$ cat src/rtl/unary_sum_collector_pkg.sv
// unary_sum_collector_pkg: shared constants and FSM state type for the unary adder / collector pair
package unary_sum_collector_pkg;

    // Modulus of the upstream unary adder; the largest legal residue is MOD-1.
    localparam int MOD_DEF     = 15;
    localparam int CARRY_W_DEF = 4;
    localparam int DATA_W_DEF  = 8;

    typedef enum logic [2:0] {
        ACCUM,
        SKIP,
        DRAIN,
        EMIT,
        WAIT
    } state_e;

endpackage

$ cat src/rtl/unary_run_counter.sv
// unary_run_counter: counts the unary pulse run, clamps at MOD-1 and flags an over-long run
module unary_run_counter
    import unary_sum_collector_pkg::*;
#(
    parameter int MOD   = MOD_DEF,
    parameter int RUN_W = $clog2(MOD)
) (
    input  logic             clk,
    input  logic             rst_n,
    input  logic             clr_i,
    input  logic             inc_i,
    output logic [RUN_W-1:0] run_o,
    output logic             err_o
);

    localparam logic [RUN_W-1:0] RUN_MAX = RUN_W'(MOD - 1);

    logic [RUN_W-1:0] run_q, run_d;
    logic             err_q, err_d;

    // Next run count: clear wins, otherwise increment with a clamp that raises the sticky error
    always_comb begin
        run_d = run_q;
        err_d = err_q;
        if (clr_i) begin
            run_d = '0;
        end else if (inc_i) begin
            if (run_q == RUN_MAX) err_d = 1'b1;
            else run_d = run_q + 1'b1;
        end
    end

    // Counter and sticky error registers; only reset clears the error
    always_ff @(posedge clk or negedge rst_n) begin
        if (!rst_n) begin
            run_q <= '0;
            err_q <= 1'b0;
        end else begin
            run_q <= run_d;
            err_q <= err_d;
        end
    end

    assign run_o = run_q;
    assign err_o = err_q;

endmodule

$ cat src/rtl/unary_sum_collector.sv
// unary_sum_collector: rebuilds carries*MOD + residue from the unary adder and holds it on a valid/ready register
module unary_sum_collector
    import unary_sum_collector_pkg::*;
#(
    parameter int MOD     = MOD_DEF,
    parameter int CARRY_W = CARRY_W_DEF,
    parameter int DATA_W  = DATA_W_DEF
) (
    input  logic              clk,
    input  logic              rst_n,
    input  logic              en,
    input  logic              read_or_write,
    input  logic              din,
    input  logic              cin,
    output logic              out_valid,
    input  logic              out_ready,
    output logic [DATA_W-1:0] out_data,
    output logic              out_ovf,
    output logic              drop,
    output logic              err
);

    localparam int RUN_W = $clog2(MOD);
    localparam int TOT_W = DATA_W + CARRY_W;
    localparam logic [CARRY_W-1:0] CARRY_MAX = '1;

    state_e             state_q, state_d;
    logic [CARRY_W-1:0] carry_q, carry_d;
    logic               sat_q, sat_d;
    logic [DATA_W-1:0]  res_q, res_d;
    logic               res_ovf_q, res_ovf_d;
    logic               abort_q, abort_d;
    logic               valid_q, valid_d;
    logic [DATA_W-1:0]  data_q, data_d;
    logic               ovf_q, ovf_d;
    logic               drop_q, drop_d;

    logic [RUN_W-1:0]   run_cnt;
    logic [TOT_W-1:0]   total;
    logic               fin, abort_now, carry_clr, carry_inc, load, in_emit;

    // A frame ends on din=0 in DRAIN, or early when read_or_write drops during SKIP/DRAIN
    assign fin = en && ((state_q == DRAIN && (!read_or_write || !din)) ||
                        (state_q == SKIP && !read_or_write));
    assign abort_now = fin && !read_or_write;
    assign total     = TOT_W'(carry_q) * TOT_W'(MOD) + TOT_W'(run_cnt);
    assign in_emit   = en && state_q == EMIT;
    assign load      = in_emit && (!valid_q || out_ready);

    // An aborted drain restarts the carry count with this cycle's cin, so EMIT must not wipe it
    assign carry_clr = (in_emit && !abort_q) || abort_now;
    assign carry_inc = en && cin && (state_q == ACCUM || abort_now);

    unary_run_counter #(
        .MOD  (MOD),
        .RUN_W(RUN_W)
    ) u_run (
        .clk  (clk),
        .rst_n(rst_n),
        .clr_i(en && (state_q == SKIP || state_q == EMIT)),
        .inc_i(en && state_q == DRAIN && read_or_write && din),
        .run_o(run_cnt),
        .err_o(err)
    );

    // Phase sequencing: ACCUM -> SKIP -> DRAIN -> EMIT -> WAIT -> ACCUM, frozen while en is low
    always_comb begin
        state_d = state_q;
        if (en) begin
            case (state_q)
                ACCUM:   state_d = read_or_write ? SKIP : ACCUM;
                SKIP:    state_d = read_or_write ? DRAIN : EMIT;
                DRAIN:   state_d = fin ? EMIT : DRAIN;
                EMIT:    state_d = WAIT;
                WAIT:    state_d = read_or_write ? WAIT : ACCUM;
                default: state_d = ACCUM;
            endcase
        end
    end

    // Saturating carry counter plus a flag remembering that an increment was lost
    always_comb begin
        carry_d = carry_clr ? '0 : carry_q;
        sat_d   = carry_clr ? 1'b0 : sat_q;
        if (carry_inc) begin
            if (carry_d == CARRY_MAX) sat_d = 1'b1;
            else carry_d = carry_d + 1'b1;
        end
    end

    // Capture the frame result and its overflow flag when the frame ends
    always_comb begin
        res_d     = fin ? total[DATA_W-1:0] : res_q;
        res_ovf_d = fin ? ((total >> DATA_W) != '0) || sat_q : res_ovf_q;
        abort_d   = fin ? !read_or_write : abort_q;
    end

    // Output register: EMIT loads when free or draining this cycle, otherwise drop pulses; handshake ignores en
    always_comb begin
        valid_d = load ? 1'b1 : (valid_q && out_ready) ? 1'b0 : valid_q;
        data_d  = load ? res_q : data_q;
        ovf_d   = load ? res_ovf_q : ovf_q;
        drop_d  = in_emit && !load;
    end

    // State and output registers, all cleared asynchronously
    always_ff @(posedge clk or negedge rst_n) begin
        if (!rst_n) begin
            state_q   <= ACCUM;
            carry_q   <= '0;
            sat_q     <= 1'b0;
            res_q     <= '0;
            res_ovf_q <= 1'b0;
            abort_q   <= 1'b0;
            valid_q   <= 1'b0;
            data_q    <= '0;
            ovf_q     <= 1'b0;
            drop_q    <= 1'b0;
        end else begin
            state_q   <= state_d;
            carry_q   <= carry_d;
            sat_q     <= sat_d;
            res_q     <= res_d;
            res_ovf_q <= res_ovf_d;
            abort_q   <= abort_d;
            valid_q   <= valid_d;
            data_q    <= data_d;
            ovf_q     <= ovf_d;
            drop_q    <= drop_d;
        end
    end

    assign out_valid = valid_q;
    assign out_data  = data_q;
    assign out_ovf   = ovf_q;
    assign drop      = drop_q;

endmodule

$ cat config.mk
export PLATFORM = sky130hd
export DESIGN_NAME = unary_sum_collector
export DESIGN_NICKNAME = d
export VERILOG_FILES = /design/src/rtl/unary_sum_collector_pkg.sv /design/src/rtl/unary_run_counter.sv /design/src/rtl/unary_sum_collector.sv
export SDC_FILE = /design/constraint.sdc
export NUM_CORES = 1
export LEC_CHECK = 0
export CAP_MARGIN = 0
export CORE_UTILIZATION = 60
export CTS_CLUSTER_SIZE = 24
export DETAILED_ROUTE_END_ITERATION = 8
export MAX_ROUTING_LAYER = met4
export PLACE_DENSITY = 0.85
export SETUP_SLACK_MARGIN = 0.4
export SYNTH_ARGS = -nofsm -noshare
export SYNTH_HDL_FRONTEND = slang
export SYNTH_SLANG_ARGS = --single-unit
export TNS_END_PERCENT = 30
$ cat constraint.sdc
create_clock -name clk -period 8.4 [get_ports clk]
set_clock_uncertainty 0.2 [all_clocks]
set_input_delay 2.1 -clock clk [delete_from_list [all_inputs] [get_ports clk]]
set_output_delay 2.1 -clock clk [all_outputs]
set_load 0.02 [all_outputs]
# Yosys cells after proc, flatten, opt, wreduce, memory -nomap -nowiden
# Index checks and enable logic that the tools add are counted.
# op_classes
n_addsub	3
bitwise	1
mul	1
n_eq_ne	7
n_reduce_logical	33
n_mux	16
# op_table
operator	n
$mux W4	6
$logic_and A1 B1 Y1	15
$pmux W3 S5	1
$reduce_bool A12 Y1	1
$add A8 B4 Y9	1
$add A4 B1 Y4 const B	2
$eq A4 B4 Y1 const B	2
$mul A4 B4 Y8 const B	1
$mux W1	8
$logic_or A1 B1 Y1	7
$eq A3 B2 Y1 const B	2
$logic_not A1 Y1	5
$reduce_bool A2 Y1	2
$eq A3 B1 Y1 const B	1
$eq A3 B3 Y1 const B	1
$logic_not A3 Y1	1
$mux W3	1
$reduce_and A3 Y1	1
$ne A2 B1 Y1 const B	1
$reduce_and A2 Y1	1
$not A1 Y1	1
# word_totals
in_bits	7
register_bits	34
out_inout_bits	12
wordCells	73

# Logic depth before layout (Yosys ltp)
# Gate-level depths: netlist of run 1.
# logic_depth
word_depth	11
mapped_depth	11
depth_no_buf	10

# Modules after synthesis
# From an unflattened synthesis of run 1, not the netlist that was laid out.
# unflattened
cells_unflattened	207
hier_area_um2	2203.4
# modules_own_cells
module	area_per_inst_um2	instances	cells_per_inst	seq_area_each_um2
unary_sum_collector	1936.9	1	181	725.7
unary_run_counter	266.5	1	26	125.1

# Least setup slack after synthesis of run 1
# OpenSTA, ideal clock, no wires.
# synth_timing
path_kind	input -> register
start	in en
end	reg carry_q[1]
arrival_time_ns	3.362
t_required_ns	8.071
setup_time_ns	0.129
stages	9
n_path_buf	2
path_slack_ns	4.709
cell_sequence	and2b_4 -> buf_6 -> and2_0 -> buf_2 -> nor2_1 -> ha_1 -> and3_1 -> a21boi_0 -> o32ai_1
# synth_between
elab_chain_cells	7
elab_cells_between_ends	13
classes_between	add/sub (1); eq/ne (1); mux (3); reduce/logical (8)
# synth_lines
item	line_no	rtl
from (decl)	unary_sum_collector.sv:11	input logic en,
$logic_and A1 B1 Y1, on equally long branches	unary_sum_collector.sv:47, unary_sum_collector.sv:43	
$logic_and A1 B1 Y1, on equally long branches	unary_sum_collector.sv:51, unary_sum_collector.sv:45	
$logic_or A1 B1 Y1	unary_sum_collector.sv:51	assign carry_clr = (in_emit && !abort_q) || abort_now;
$mux W4	unary_sum_collector.sv:83	carry_d = carry_clr ? '0 : carry_q;
$add A4 B1 Y4 / $eq A4 B4 Y1 (equally long branches)	unary_sum_collector.sv:87, unary_sum_collector.sv:86	
$mux W4	unary_sum_collector.sv:86	if (carry_d == CARRY_MAX) sat_d = 1'b1;
$mux W4 (*)	unary_sum_collector.sv:85	if (carry_inc) begin
named net carry_d[1]	unary_sum_collector.sv:28	logic [CARRY_W-1:0] carry_q, carry_d;
to (signal assigned)	unary_sum_collector.sv:121	carry_q <= carry_d;
to (decl)	unary_sum_collector.sv:28	
# The timed path passes the listed nets; every way through them passes the cells marked *.
# A chain may end at the register's enable or synchronous reset.

# Worst setup path in the final report of run 1
# layout_timing
start	in en
end	reg data_q[7], in the netlist out_data[7]
# layout_between
elab_chain_cells	2
# layout_lines
item	line_no	rtl
$logic_and A1 B1 Y1	unary_sum_collector.sv:47	assign in_emit = en && state_q == EMIT;
$logic_and A1 B1 Y1	unary_sum_collector.sv:48	assign load = in_emit && (!valid_q || out_ready);
to (signal assigned)	unary_sum_collector.sv:127	data_q <= data_d;
to (decl)	unary_sum_collector.sv:34	logic [DATA_W-1:0] data_q, data_d;
# No other way between the ends.

==> reports/metrics.cfg, run 1 <==
[grt]
grt_pass1_vias=1486
grt_use_total_pct=22.4
antenna_found_initial=0
grt_pass1_wl_um=6480
grt-ovfl-total=0
grt_max_degree=35

[route]
routed-wl-met3_um=87
viasPerCell=5.70
wl_met1_um=1750
top_layer=met4
ant_nets=0
post-route-drc-count=0
drtIter0Drc=57
vias=1539
wl_per_cell_um=13.3
dr.pass1.iters=4
wl_met2_um=1690
drt-total-wl_um=3600

[setup_path]
crit_fanout=12
crit_required_ps=8420
critPathCaptureType=flop
cp.arrival_ps=4230
cp_slowest_cell=nor2b_1
critPathKind=in -> reg
crit_chain=clkdlybuf4s50_1 -> and2b_4 -> nand3_1 -> nor2b_1 -> mux2_2
critical_path.max_stage_delay_ps=650
cp-start-kind=input port

[synth]
synth.most_common_cell=dfrtp_1
synth_nets=239
synth_top_area_share_pct=38.9
ys_top_cells_by_area=dfrtp_1, ha_1, fa_1, mux2_2, inv_1
ys_types=48
yosysSeqAreaShare_pct=38.9
yosysTopAreaCell=dfrtp_1
synth_cells=204
synthArstFlopShare_pct=100
ys.flop_type=dfrtp_1
synth_edf_count=0
synth-seq-cells=34
netlist_area_um2=2190
yosys-top-cells-count=dfrtp_1, ha_1, inv_1
ys_warn_count=0
postSynthAreaPerCell_um2=10.7

[clocking]
cts_made_buffers=5
cts_tree=yes
post_cts_buffers=0
cts_resized=0
cts-root-buf=clkbuf_4
ctsHoldBuffers=0
htree_levels=2
clk_pin_slew_ps=100
clock_sinks=34
clk_path_buf_depth=2
clk_latency_ps=330

[job]
max_cap_violations=0

[placed_design]
place.gp.congestion=0.774
place_hpwl_um=2710
placedCellCount=263
place_ws_ps=3810
port_buffers=18

[timing]
fmax_mhz=237
finalCriticalPeriod_ps=4210
tns_ps=0
worst_slew_pin_slew_ps=822
period_share_pct=50.1
slew_violations=0
rsz0062_at_grt=false
finalWorstSetupSlack_ps=4190
setup_viol=0
relSlewSlack_pct=45.2
hold_viol_final=0

[die]
die_area_um2=3890
core_area_um2=3420
die_w_um=62.4
initial_utilization_pct=64.0
io_pins=19
num_rows=21
die_y_um=62.4

[final_layout]
diodes=0
layout-drive-gt1-share_pct=12.9
fin_nets=259
syn2layout_area_growth_pct=10.9
fin_util_pct=71.0
layout.cells.non_filler=270

[power]
cellLeakagePower_nw=1.21
vdd_drop_max_mv=0.194
p_per_area_nw_per_um2=275

[outcome]
outcome=complete, no violations

[worst_hold_path]
hold_path_class=reg -> reg

kinds of logic (layout without fill, tap and decap cells):
family          Yosys count  count (layout)  share of synthesized area [%]
compound gates           41              41                           13.7
xor+xnor                  6               6                           2.75
fa+ha+maj                28              28                           18.4
buf+inv                  26              46                           5.89
flops                    34              34                           38.9
mux                      14              14                           7.09
simple gates             55              55                           13.2
state kept, by name, indices dropped and copies added, names as in the netlist:
| register | flops |
|---|---|
| out_data | 8 |
| res_q | 8 |
| carry_q | 4 |
| u_run.run_o | 4 |
| state_q | 3 |
| abort_q | 1 |
| drop | 1 |
| out_ovf | 1 |
| out_valid | 1 |
| res_ovf_q | 1 |
| sat_q | 1 |
| u_run.err_o | 1 |
where the power goes:
| group | leakage [nW] | switching (mW) | internal, mW |
|---|---|---|---|
| registers | 0.450 | 0.0535 | 0.211 |
| logic | 0.724 | 0.168 | 0.151 |
| clock network | 0.0308 | 0.0532 | 0.0300 |
| total | 1.21 | 0.275 | 0.391 |
layout by cell type, fill, tap and decap left out, drive strengths merged, types with 7 or more instances in the layout:
cell type / count
dfrtp: 34
ha: 21
inv: 20
clkdlybuf4s50: 18
nor2: 17
nand2: 12
mux2: 12
a21oi: 9
fa: 7
layout make-up:
type                    instances  area [µm²]
fillers                       267         990
flip-flops and latches         34         851
multi-input cells             144        1210
inverters                      20        75.1
well taps                      46        57.6
repair buffers                 19         188
clock buffers                   5        37.5
clock inverters                 2        10.0
final timing paths:
kind | slack (ps) | cells after the start | from | to
max in group asynchronous | 5730 | 2 | rst_n | out_data[5]
worst max-delay path | 4190 | 5 | en | out_data[7]
worst min register to register | 280 | 1 | u_run.err_o | u_run.err_o
min in group asynchronous | 1960 | 2 | rst_n | out_valid
worst min-delay path | 280 | 1 | u_run.err_o | u_run.err_o
worst max register to register | 4680 | 10 | carry_q[2] | res_q[7]
critical path, delay by kind of cell:
family / cells / cell delay [ps]
AND/OR/NAND/NOR: 3 / 1100
buffers and inverters: 1 / 600
multiplexers: 1 / 420
metrics by stage:
stage               cell area [µm²]  power [mW]  hold WS (ps)
floorplan                      2190       0.513           243
global placement               2380       0.575           254
detailed placement             2380       0.587           258
CTS                            2430       0.672           282
global route                   2430       0.726           319
finish                         2430       0.666           278
metal layers:
metal / global-route usage [%] / vias up
li1: - / 757
met1: 29.3 / 758
met2: 33.8 / 19
met3: 4.93 / 5
met4: 9.59 / 0
met5: - / -
No activity file was read; power rests on OpenSTA's default activity.
==> run 2: changes to the inputs <==
CORE_UTILIZATION = 58   (was 60)
PLACE_DENSITY = 0.83   (was 0.85)
clock period = 3.9 ns   (was 8.4 ns; I/O delays follow)
==> run 2 against run 1 <==
Critical path depth grew 5. Hold slack improved by 6.2 ps. Register-to-register slack got worse by 4200 ps. Cell count increased by 2.2%. First-iteration DRC count rose by 60%. Sequential power up 110%. Die area increased by 3.3%. Critical endpoint is now res_q[7]. Largest power group unchanged.
==> reports/metrics.cfg, run 2 (synthesis results as in run 1) <==
[route]
post-route-drc-count=0  ; unchanged
ant_nets=0  ; unchanged
dr.pass1.iters=4  ; unchanged
vias=1635  ; +6.2%
viasPerCell=5.92  ; +3.9%
drtIter0Drc=91  ; +60%
drt-total-wl_um=4420  ; +23%
wl_per_cell_um=16.0  ; +20%

[grt]
grt_pass1_wl_um=7850  ; +21%
antenna_found_initial=0  ; unchanged
grt-ovfl-total=0  ; unchanged
grt_max_degree=35  ; unchanged
grt_use_total_pct=26.4  ; +4.0 points
grt_pass1_vias=1721  ; +16%

[final_layout]
layout.cells.non_filler=276  ; +2.2%
final_cell_area_um2=2540  ; +4.8%
multi_input_area_um2=1240  ; +2.7%
layout-drive-gt1-share_pct=18.3  ; +5.3 points
final_cell_mix=dfrtp_1, ha_1, inv_1
syn2layout_area_growth_pct=16.2
mostFrequentLayoutCell=dfrtp_1
diodes=0  ; unchanged
regArea_um2=853  ; +0.29%
fill_cells=239  ; -10%
fin_util_pct=73.3  ; +2.3 points
fin_nets=264  ; +1.9%

[worst_hold_path]
hold_path_class=reg -> reg

[setup_path]
crit_required_ps=3880  ; -4540 ps
reg2reg_setup_slack_ps=480  ; -4200 ps
critPathCaptureType=flop
crit_fanout=5  ; -7
critPathKind=reg -> reg
cp-start-kind=flop
cp.arrival_ps=3400  ; -830 ps

[placed_design]
placedCellCount=266  ; +1.1%
placed_area_um2=2400  ; +0.95%
port_buffers=18  ; unchanged
place_hpwl_um=3150  ; +16%
place.gp.congestion=0.839  ; +8.5%

[clocking]
cts_made_buffers=5  ; unchanged
cts_tree=yes
cts-root-buf=clkbuf_8
htree_levels=2  ; unchanged
clk_path_buf_depth=2  ; unchanged
ctsHoldBuffers=0  ; unchanged
clk_pin_slew_ps=70  ; -30 ps
clock_sinks=34  ; unchanged
clk_latency_ps=290  ; -40 ps

[outcome]
outcome=complete, no violations

[die]
core_area_um2=3470  ; +1.5%
die_y_um=63.4  ; +1.7%
die_w_um=63.4  ; +1.7%
io_pins=19  ; unchanged
die_area_um2=4020  ; +3.3%
num_rows=21  ; unchanged
initial_utilization_pct=63.1  ; -0.97 points

[power]
p_per_area_nw_per_um2=644  ; +130%
cellLeakagePower_nw=1.25  ; +3.6%
vdd_drop_max_mv=0.375  ; +94%

[timing]
hold_viol_final=0  ; unchanged
period_share_pct=87.8
finalCriticalPeriod_ps=3420
holdWs_ps=285  ; +6.22 ps
relSlewSlack_pct=59.5  ; +14 points
worst_slew_pin_slew_ps=608  ; -214 ps
fmax_mhz=292
slew_violations=0  ; unchanged
tns_ps=0  ; unchanged
rsz0062_at_grt=false
setup_viol=0  ; unchanged

[job]
max_cap_violations=0  ; unchanged

==> run 2: worst paths after layout <==
| check | endpoint | depth (start not counted) | start |
|---|---|---|---|
| worst min register to register | res_q[6] | 2 | res_q[6] |
| worst min-delay path | res_q[6] | 2 | res_q[6] |
| worst max register to register | res_q[7] | 10 | carry_q[1] |
| max in group asynchronous | carry_q[0] | 2 | rst_n |
| min in group asynchronous | out_data[2] | 2 | rst_n |
| worst max-delay path | res_q[7] | 10 | carry_q[1] |
==> run 2: final cells by class <==
cell class	instances	share of cell area (%)
tap	46	2.26
timing repair buffer	24	8.86
clock buffer	7	3.40
inverter	20	2.95
clock inverter	1	0.197
sequential	34	33.6
multi-input combinational	144	48.8
==> run 2: layer usage <==
layer | vias to the layer above | share of wire, % | global-route usage [%]
li1 | 765 | - | -
met1 | 809 | 41 | 30.0
met2 | 43 | 52 | 42.7
met3 | 18 | 3.6 | 6.16
met4 | 0 | 3.8 | 14.8
met5 | - | 0 | -
==> run 2: stage by stage <==
| stage | power [mW] | setup WS (ps) |
|---|---|---|
| after floorplan | 1.10 | 470 |
| after global placement | 1.24 | 407 |
| after detailed placement | 1.30 | 293 |
| after CTS | 1.61 | 443 |
| after global routing | 1.76 | 375 |
| final | 1.64 | 475 |
==> run 2: power breakdown <==
group	switching, mW	internal (mW)	total, mW
Sequential	0.107	0.456	0.563
Combinational	0.432	0.374	0.805
Clock	0.126	0.142	0.269
==> run 2: timing repair <==
item                                    CTS  global route
endpoints found under the setup margin    3             3
resized for setup                         6             5
buffers inserted                          0             2
hold endpoints to repair                  0             0
pin swaps                                 1             2
==> run 2: critical path: stages, from the launching register on <==
cell and delay [ps]:
dfrtp_2 440, fa_1 500, fa_1 510, inv_1 50, fa_1 510, inv_2 60, ha_4 260, a211oi_2 190
o21bai_2 110, a21o_1 180, a221o_1 290
==> run 3: changes to the inputs <==
--- a/config.mk
+++ b/config.mk
@@ -8,8 +8,9 @@
 export CAP_MARGIN = 0
 export CORE_UTILIZATION = 58
+export CTS_BUF_LIST = sky130_fd_sc_hd__clkbuf_4 sky130_fd_sc_hd__clkbuf_8 sky130_fd_sc_hd__clkbuf_16
 export CTS_CLUSTER_SIZE = 24
 export DETAILED_ROUTE_END_ITERATION = 8
 export MAX_ROUTING_LAYER = met4
-export PLACE_DENSITY = 0.83
+export PLACE_DENSITY = 0.84
 export SETUP_SLACK_MARGIN = 0.4
 export SYNTH_ARGS = -nofsm -noshare
==> constraint.sdc (replaced) <==
create_clock -name clk -period 3.9 [get_ports clk]
set_clock_uncertainty 0.2 [all_clocks]
set_input_delay 0.78 -clock clk [delete_from_list [all_inputs] [get_ports clk]]
set_output_delay 0.78 -clock clk [all_outputs]
set_load 0.02 [all_outputs]
==> run 3 against run 2 <==
Sequential power down 0.9%. Sequential share of layout area down 0.25 points. Clock power up 2%. Power about the same. Global-route usage down 4.4 points. Routed wire length down 15%. Register-to-register slack better by 20 ps. First-iteration DRC count down 26%. Critical path type unchanged. Highest routed layer unchanged.
==> reports/metrics.cfg, run 3 (synthesis results as in run 1) <==
[setup_path]
reg2reg_depth=10  ; unchanged
crit_path_end=res_q[7]
cp-startpoint=carry_q[1]
cp-start-kind=flop
worstReg2RegEnd=res_q[7]
cp.arrival_ps=3380  ; -20 ps
timing.rr.start=carry_q[1]
critPathCaptureType=flop
critPathKind=reg -> reg
crit_fanout=5  ; unchanged
crit_required_ps=3880  ; about the same
reg2reg_setup_slack_ps=500  ; +20 ps

[timing]
worst_slew_pin_slew_ps=676  ; +68.6 ps
rsz0062_at_grt=true
finalCriticalPeriod_ps=3400  ; -21.5 ps
period_share_pct=87.3  ; -0.55 points
setup_viol=0  ; unchanged
fmax_mhz=294  ; +0.63%
tns_ps=0  ; unchanged
relSlewSlack_pct=54.9  ; -4.6 points
hold_viol_final=0  ; unchanged
slew_violations=0  ; unchanged

[power]
vdd_drop_max_mv=0.366  ; -2.4%
p_per_area_nw_per_um2=639  ; -0.72%
cellLeakagePower_nw=1.26  ; +1.1%

[clocking]
clk_path_buf_depth=2  ; unchanged
clock_sinks=34  ; unchanged
cts_tree=yes
clk_pin_slew_ps=70  ; about the same
clk_latency_ps=290  ; about the same
cts_made_buffers=5  ; unchanged
cts-root-buf=clkbuf_8
htree_levels=2  ; unchanged

[final_layout]
layout-drive-gt1-share_pct=19.4  ; +1.1 points
fill_cells=263  ; +10%
fin_nets=266  ; +0.76%
final_cell_mix=dfrtp_1, ha_1, inv_1
diodes=0  ; unchanged
multi_input_area_um2=1240  ; unchanged
mostFrequentLayoutCell=dfrtp_1
syn2layout_area_growth_pct=17.1
regArea_um2=853  ; unchanged
final_cell_area_um2=2560  ; +0.74%

[die]
die_y_um=63.4  ; unchanged
core_area_um2=3470  ; unchanged
io_pins=19  ; unchanged
num_rows=21  ; unchanged
initial_utilization_pct=63.1  ; unchanged
die_area_um2=4020  ; unchanged
die_w_um=63.4  ; unchanged

[placed_design]
placed_area_um2=2400  ; unchanged
place.gp.congestion=0.831  ; -1.0%
port_buffers=18  ; unchanged
place_hpwl_um=2670  ; -15%

[outcome]
outcome=complete, no violations

[route]
drt-total-wl_um=3770  ; -15%
ant_nets=0  ; unchanged
dr.pass1.iters=4  ; unchanged
drtIter0Drc=67  ; -26%
viasPerCell=5.56  ; -6.1%
post-route-drc-count=0  ; unchanged
wl_per_cell_um=13.6  ; -15%
vias=1547  ; -5.4%

[grt]
grt-ovfl-total=0  ; unchanged
grt_use_total_pct=22.0  ; -4.4 points
antenna_found_initial=0  ; unchanged
grt_max_degree=35  ; unchanged
grt_pass1_wl_um=6610  ; -16%
grt_pass1_vias=1488  ; -14%

[worst_hold_path]
hold_path_class=reg -> reg

[job]
max_cap_violations=0  ; unchanged

-- run 3: layout make-up --
type                    count  share of cell area (%)
repair buffers             26                    9.38
multi-input cells         144                    48.4
clock buffers               7                    3.52
well taps                  46                    2.25
clock inverters             1                   0.195
inverters                  20                    2.93
flip-flops and latches     34                    33.3
-- run 3: stage by stage --
stage / hold slack [ps] / util [%] / power [mW] / setup slack (ps) / std cells
after floorplan: 243 / - / 1.10 / 470 / 204
after global placement: 252 / 69.2 / 1.26 / 417 / 266
after detailed placement: 264 / 69.2 / 1.28 / 289 / 266
after CTS: 275 / 72.2 / 1.57 / 404 / 274
after global routing: 299 / 73.8 / 1.77 / 361 / 278
final: 269 / 73.8 / 1.64 / 497 / 278
-- run 3: worst min-delay path by stage --
stage | from | to | slack (ps) | cells after the start
CTS | u_run.err_o | u_run.err_o | 280 | 1
floorplan | res_q[4] | res_q[4] | 240 | 2
finish | u_run.err_o | u_run.err_o | 270 | 1
detailed placement | u_run.err_o | u_run.err_o | 260 | 1
global placement | u_run.err_o | u_run.err_o | 250 | 1
global route | u_run.err_o | u_run.err_o | 300 | 1
-- run 3: power breakdown --
group          switching, mW  total (mW)  internal (mW)
clock network          0.125       0.275          0.149
logic                  0.417       0.805          0.388
registers              0.102       0.558          0.456
-- run 3: worst max-delay path, stage by stage (launching register included) --
cell and delay [ps]:
dfrtp_2 450, fa_1 510, fa_1 520, inv_1 50, fa_1 480, inv_2 40
ha_4 230, a211oi_2 250, o21bai_2 120, a21o_1 160, a221o_1 280
-- run 3: per-layer routing --
metal / global-route usage [%] / routed length (µm) / vias to the layer above
li1: - / - / 769
met1: 28.9 / 1760 / 736
met2: 33.1 / 1810 / 35
met3: 4.89 / 124 / 7
met4: 8.52 / 66 / 0
met5: - / 0 / -
-- run 3: repair_timing --
action,in CTS,in global routing
gates resized for setup,4,7
hold buffers,0,0
buffers inserted,0,4
setup endpoints to repair,2,3
pin swaps,1,6
